<file path="config.mk">
export PLATFORM = sky130hd
export DESIGN_NAME = grayscale_pipe
export DESIGN_NICKNAME = d
export VERILOG_FILES = /design/src/rtl/grayscale_pipe.sv
export SDC_FILE = /design/constraint.sdc
export NUM_CORES = 1
export LEC_CHECK = 0
export CAP_MARGIN = 5
export CORE_MARGIN = 3
export CORE_UTILIZATION = 54
export CTS_CLUSTER_DIAMETER = 40
export DETAILED_ROUTE_END_ITERATION = 6
export PLACE_DENSITY = 0.73
export SETUP_SLACK_MARGIN = 0.1
export SYNTH_ARGS = -nofsm -noshare
export SYNTH_HDL_FRONTEND = slang
export SYNTH_SLANG_ARGS = --single-unit
</file>
<file path="constraint.sdc">
create_clock -name clk -period 4.1 [get_ports clk]
set_input_delay 0.82 -clock clk [delete_from_list [all_inputs] [get_ports clk]]
set_output_delay 0.82 -clock clk [all_outputs]
set_load 0.02 [all_outputs]
</file>
<file path="src/rtl/grayscale_pipe.sv">
// RGB-to-grayscale streaming pipeline: channel expansion, BT.601-style weighting, frame FSM.
// Optional macro GS_BINARIZE_EN turns the last stage into a threshold (THRESH) binarizer.
module grayscale_pipe #(
  parameter int          R_W    = 5,
  parameter int          G_W    = 6,
  parameter int          B_W    = 5,
  parameter int unsigned NPIX   = 307200,
  parameter int          THRESH = 128
) (
  input  logic                     clk,
  input  logic                     rst_n,
  input  logic                     enable,
  input  logic                     in_valid,
  input  logic [R_W+G_W+B_W-1:0]   din,
  output logic                     in_ready,
  output logic [7:0]               dout,
  output logic                     out_valid,
  input  logic                     out_ready,
  output logic                     done
);

  localparam int P_W = R_W + G_W + B_W;
  localparam int CW  = $clog2(NPIX + 1);

  if (R_W < 1 || R_W > 8 || G_W < 1 || G_W > 8 || B_W < 1 || B_W > 8) begin : g_bad_width
    $error("grayscale_pipe: channel widths must be 1..8");
  end
  if (NPIX < 1) begin : g_bad_npix
    $error("grayscale_pipe: NPIX must be at least 1");
  end
  if (THRESH < 0 || THRESH > 256) begin : g_bad_thresh
    $error("grayscale_pipe: THRESH must be 0..256");
  end

  typedef enum logic [1:0] {
    IDLE  = 2'd0,
    RUN   = 2'd1,
    FLUSH = 2'd2,
    DONE  = 2'd3
  } state_t;

  state_t          state_q, state_d;
  logic [CW-1:0]   count_q;

  logic            s1_valid, s2_valid;
  logic [7:0]      s1_r, s1_g, s1_b;
  logic [15:0]     s2_pr, s2_pg, s2_pb;

  // A transfer happens on a rising edge where valid and ready are both 1;
  // ready never depends on valid, and adv freezes every stage while dout is held.
  logic adv, in_fire, abort, drained, last_xfer;

  assign adv       = !out_valid || out_ready;
  assign in_fire   = in_valid && in_ready;
  assign abort     = !enable && (state_q == RUN || state_q == FLUSH);
  assign drained   = !s1_valid && !s2_valid && !out_valid;
  assign last_xfer = (count_q == CW'(NPIX - 1));

  // Channel fields and MSB-first bit replication up to 8 bits
  logic [R_W-1:0] r_f;
  logic [G_W-1:0] g_f;
  logic [B_W-1:0] b_f;
  logic [7:0]     r8, g8, b8;

  assign r_f = din[P_W-1 -: R_W];
  assign g_f = din[G_W+B_W-1 -: G_W];
  assign b_f = din[B_W-1:0];

  for (genvar k = 0; k < 8; k++) begin : g_expand
    assign r8[7-k] = r_f[R_W-1-(k%R_W)];
    assign g8[7-k] = g_f[G_W-1-(k%G_W)];
    assign b8[7-k] = b_f[B_W-1-(k%B_W)];
  end

  logic [15:0] sum_d;
  logic [7:0]  gray_d, result_d;

  assign sum_d  = s2_pr + s2_pg + s2_pb;
  assign gray_d = 8'(sum_d >> 8);

`ifdef GS_BINARIZE_EN
  assign result_d = ({1'b0, gray_d} >= 9'(THRESH)) ? 8'hFF : 8'h00;
`else
  assign result_d = gray_d;
`endif

  // FSM: state register
  always_ff @(posedge clk) begin
    if (!rst_n) state_q <= IDLE;
    else        state_q <= state_d;
  end

  // FSM: next-state logic
  always_comb begin
    state_d = state_q;
    case (state_q)
      IDLE:    if (enable) state_d = RUN;
      RUN:     if (!enable) state_d = IDLE;
               else if (in_fire && last_xfer) state_d = FLUSH;
      FLUSH:   if (!enable) state_d = IDLE;
               else if (drained) state_d = DONE;
      DONE:    if (!enable) state_d = IDLE;
      default: state_d = IDLE;
    endcase
  end

  // FSM: outputs
  always_comb begin
    in_ready = 1'b0;
    done     = 1'b0;
    case (state_q)
      RUN:     in_ready = adv;
      DONE:    done = 1'b1;
      default: ;
    endcase
  end

  // Pixel counter stops at NPIX because RUN is left on the last transfer
  always_ff @(posedge clk) begin
    if (!rst_n)                          count_q <= '0;
    else if (state_q == IDLE && enable)  count_q <= '0;
    else if (state_q == RUN && in_fire)  count_q <= count_q + CW'(1);
  end

  always_ff @(posedge clk) begin
    if (!rst_n || abort) begin
      s1_valid  <= 1'b0;
      s2_valid  <= 1'b0;
      out_valid <= 1'b0;
    end else if (adv) begin
      s1_valid  <= in_fire;
      s2_valid  <= s1_valid;
      out_valid <= s2_valid;
    end
  end

  always_ff @(posedge clk) begin
    if (adv) begin
      s1_r  <= r8;
      s1_g  <= g8;
      s1_b  <= b8;
      s2_pr <= 16'(s1_r) * 16'd77;
      s2_pg <= 16'(s1_g) * 16'd150;
      s2_pb <= 16'(s1_b) * 16'd29;
    end
  end

  // dout only changes when a real pixel lands, so it stays stable between pixels
  always_ff @(posedge clk) begin
    if (!rst_n)               dout <= 8'h00;
    else if (adv && s2_valid) dout <= result_d;
  end

endmodule

</file>
==> metrics.log <==
INFO  metric complex_gate_fraction_of_the_synthesized_area = slightly below 9%
INFO  metric final_cell_count_no_fill = around 790
INFO  metric post-synth-top-area-fraction = 26.7%
INFO  metric wirelength = ~12000 µm
INFO  metric drcViolationCount = 0
INFO  metric slowest_stage = sky130_fd_sc_hd__fa_1
INFO  metric die_height = between 100 and 150 µm
INFO  metric critical_path_buf_inv_count = 2
INFO  metric design.core.area = 11700 µm²
INFO  metric preCtsSetupSlack = between 0.4 and 0.5 ns
INFO  metric vias = approximately 4400
INFO  metric grt_pass1_wl = just over 20000 µm
INFO  metric criticalPathCategory = reg2reg
INFO  metric relSlewSlack = 47.5%
INFO  metric cellInternalPower = 2.68 mW
INFO  metric synth_area_per_cell = 11.0 µm²
INFO  metric place.detailed.instances = 777
INFO  metric asyncSetResetFlopFracSynth = 0%
INFO  metric num-nets-final = a little over 800
INFO  metric yosys.cell_types.count = 54
INFO  metric place_hpwl = around 9400 µm
INFO  metric run_status = finished, final reports clean
INFO  metric timing.fmax = 272 MHz
INFO  metric worst-endpoint-arrival = approximately 3.9 ns
INFO  metric synth_edf_count = 59
INFO  metric clk_pin_slew = about 0.070 ns
INFO  metric post_synthesis_sequential_area_ratio = 36.4%
INFO  metric synth_adder_area_share = between 30% and 40%
INFO  metric final-max-slew-violation-count = 0
INFO  metric multi_input_gate_area = 3940 µm²
INFO  metric syn-instance-count = between 600 and 700
INFO  metric postCtsHoldBufs = 0
INFO  metric post_route_cells_drive_above_1_share = 4.62%
INFO  metric cts_max_level = 3
INFO  metric comb_power_share = around 50%
INFO  metric wl_per_cell = roughly 15 µm
INFO  metric placementRows = 39
INFO  metric post_synth_instance_area = roughly 6600 µm²
INFO  metric regArea = approximately 2400 µm²
INFO  metric max-clock-path-buffers = 2
INFO  metric timing.setup.tns = 0 ns
INFO  metric postLayoutSetupSlackWorst = approximately 0.42 ns
INFO  metric post-route-min-period = 3.68 ns
INFO  metric final_common_cell = sky130_fd_sc_hd__ha_1
INFO  metric crit_path_start_kind = register
INFO  metric initial_antenna_violation_count = 0
INFO  metric synth_mux_area_share = less than 1%
INFO  metric rsz0062_at_grt = false
INFO  metric via_per_inst = ~5.6
INFO  metric post_synth_xor_area_fraction = under 10%
INFO  metric cap_violations = 0
INFO  metric gp_congestion = 0.898
INFO  metric antenna_cells_inserted = 0
INFO  metric ioPinCount = 32
INFO  metric power-per-cell-area = 597 nW/µm²
INFO  metric clock-skew-final = about 0.0078 ns
INFO  metric worst-endpoint-required = roughly 4.3 ns
INFO  metric die_x = ~120 µm
INFO  metric postSynth.topFlopCell = sky130_fd_sc_hd__edfxtp_1
INFO  metric worst_path_dominant_cell_family = adder cells
INFO  metric clkPwrFrac = between 10% and 20%
INFO  metric first_iter_violations = about 200
INFO  metric post_cts.resized_instances = 0
INFO  metric grt_overflow_total = 0
INFO  metric endpoint_kind = register
INFO  metric synth_top_cell_by_area = sky130_fd_sc_hd__edfxtp_1
INFO  metric post-route-period-util = roughly nine tenths
INFO  metric clock_tree.root_cell = sky130_fd_sc_hd__clkbuf_16
INFO  metric synth-simple-area-share = a little under an eighth
INFO  metric path_max_fanout = 6
INFO  metric power.share.switching = 39.5%
INFO  metric die_area = 13600 µm²
INFO  metric cts_inserted_buffers = 9
INFO  metric syn_to_final_growth = 12.1%
INFO  metric port-buffer-count = 31
INFO  metric layout.filler_cells = 897
INFO  metric drtPass1Iterations = 4
INFO  metric tightest_pin_transition = around 0.8 ns
INFO  metric grt_max_degree = 63
INFO  metric grt_pass1_vias = roughly 4500
INFO  metric tritoncts = done
INFO  metric total_leakage_power = 3.30 nW
INFO  metric mostFrequentLayoutCells = sky130_fd_sc_hd__ha_1, sky130_fd_sc_hd__inv_1, sky130_fd_sc_hd__edfxtp_1
INFO  metric critical_path_cell_sequence = inv_1 -> fa_1 -> inv_1 -> ha_1 -> fa_1 -> ha_1 -> a21oi_1 -> o21ai_0 -> or4_1 -> and3_1 -> a211oi_1
INFO  metric synth_top_family_by_area = adder cells
INFO  metric ys.warnings.count = 0
INFO  metric floorplan.initialDensity = 56.6%
INFO  metric grt_util_all_layers = about a fifth
INFO  metric synth_nets = ~780
INFO  metric vdd_drop_max = 0.405 mV
INFO  metric slowest_delay = about 0.52 ns
INFO  metric detail-route-antenna-nets = 0
INFO  metric post_synth_main_area_contributors = sky130_fd_sc_hd__edfxtp_1, sky130_fd_sc_hd__ha_1, sky130_fd_sc_hd__fa_1
INFO  metric setup_fix_bufs_post_cts = 0
INFO  metric min_path_type = reg2reg
INFO  metric cts_sinks = 91
INFO  metric synth_seq_cells = a little over 90
INFO  metric setup_viol_count_final = 0
INFO  metric clkLatencyLatePin = between 0.3 and 0.4 ns
INFO  metric final-hold-violation-count = 0
INFO  metric netSwitchingPower = 1.75 mW
INFO  metric share_of_power_burned_in_registers = between 30% and 40%
[kinds of logic after synthesis]
group / Yosys count
AOI/OAI and AO/OA: 91
adders and majority gates: 154
buffers and inverters: 74
xor gates and xnor gates: 43
DFF: 91
and+or+nand+nor: 146
muxes: 2
[synthesized netlist by cell type, drive strengths merged (4+ instances only)]
cell    number
xor2        19
and2         6
fa          37
edfxtp      59
nor2b        6
nand2       39
ha         117
or3          5
a21o         5
o211ai       5
nor3         9
dfxtp       32
and3         8
nand4        4
a21oi       27
nand3       17
o21ai       21
xnor2       24
inv         72
a211oi       4
nor2        36
[registers in the layout, summed over array words and instances (netlist names), 2 cells and up]
name,count
count_q,19
dout,8
s1_b,5
s1_g,6
s1_r,5
s2_pb,13
s2_pg,15
s2_pr,15
state_q,2
[final cells by class]
type	instances	share of cell area, %
well taps	143	2.41
clock buffers	9	3.03
repair buffers	35	4.58
multi-input cells	436	53.0
flip-flops and latches	91	32.4
inverters	72	3.64
clock inverters	7	0.892
[per-stage QoR]
step / area, µm² / util (%) / power (mW) / hold WS, ns
CTS: 7430 / 63.5 / 4.46 / 0.479
floorplan: 6630 / - / 3.06 / 0.444
finish: 7430 / 63.5 / 4.44 / 0.478
global placement: 7140 / 61.0 / 3.51 / 0.456
detailed placement: 7140 / 61.0 / 3.62 / 0.465
global route: 7430 / 63.5 / 4.83 / 0.494
[power by group through the flow]
stage | logic (mW) | clock network (mW) | registers, mW
final | 2.26 | 0.820 | 1.36
after floorplan | 1.72 | 0 | 1.35
after detailed placement | 2.23 | 0 | 1.38
after global routing | 2.57 | 0.871 | 1.39
after global placement | 2.14 | 0 | 1.38
after CTS | 2.26 | 0.833 | 1.36
[per-layer routing]
layer  routed length, µm  GRT usage [%]  up-vias
li1                    -              -     2213
met1                5580           26.2     2108
met2                5710           31.6       62
met3                 364           2.88       19
met4                 222           5.96        0
met5                   0              0        -
[path summary, 6_finish.rpt]
path,slack (ns),start,depth (start not counted),to
hold reg to reg,0.48,dout[5],2,dout[5]
hold / removal,0.48,dout[5],2,dout[5]
setup / recovery,0.42,s1_b[2],11,s2_pb[12]
setup reg to reg,0.42,s1_b[2],11,s2_pb[12]
[worst register-to-register path: cells and delay by family, from the launching register on]
kind / cells / cell delay [ns]
AOI/OAI and AO/OA: 3 / 0.53
adders and majority gates: 4 / 1.63
DFF: 1 / 0.49
and+or+nand+nor: 2 / 0.65
buffers and inverters: 2 / 0.22
(Power assumes the default switching activity.)
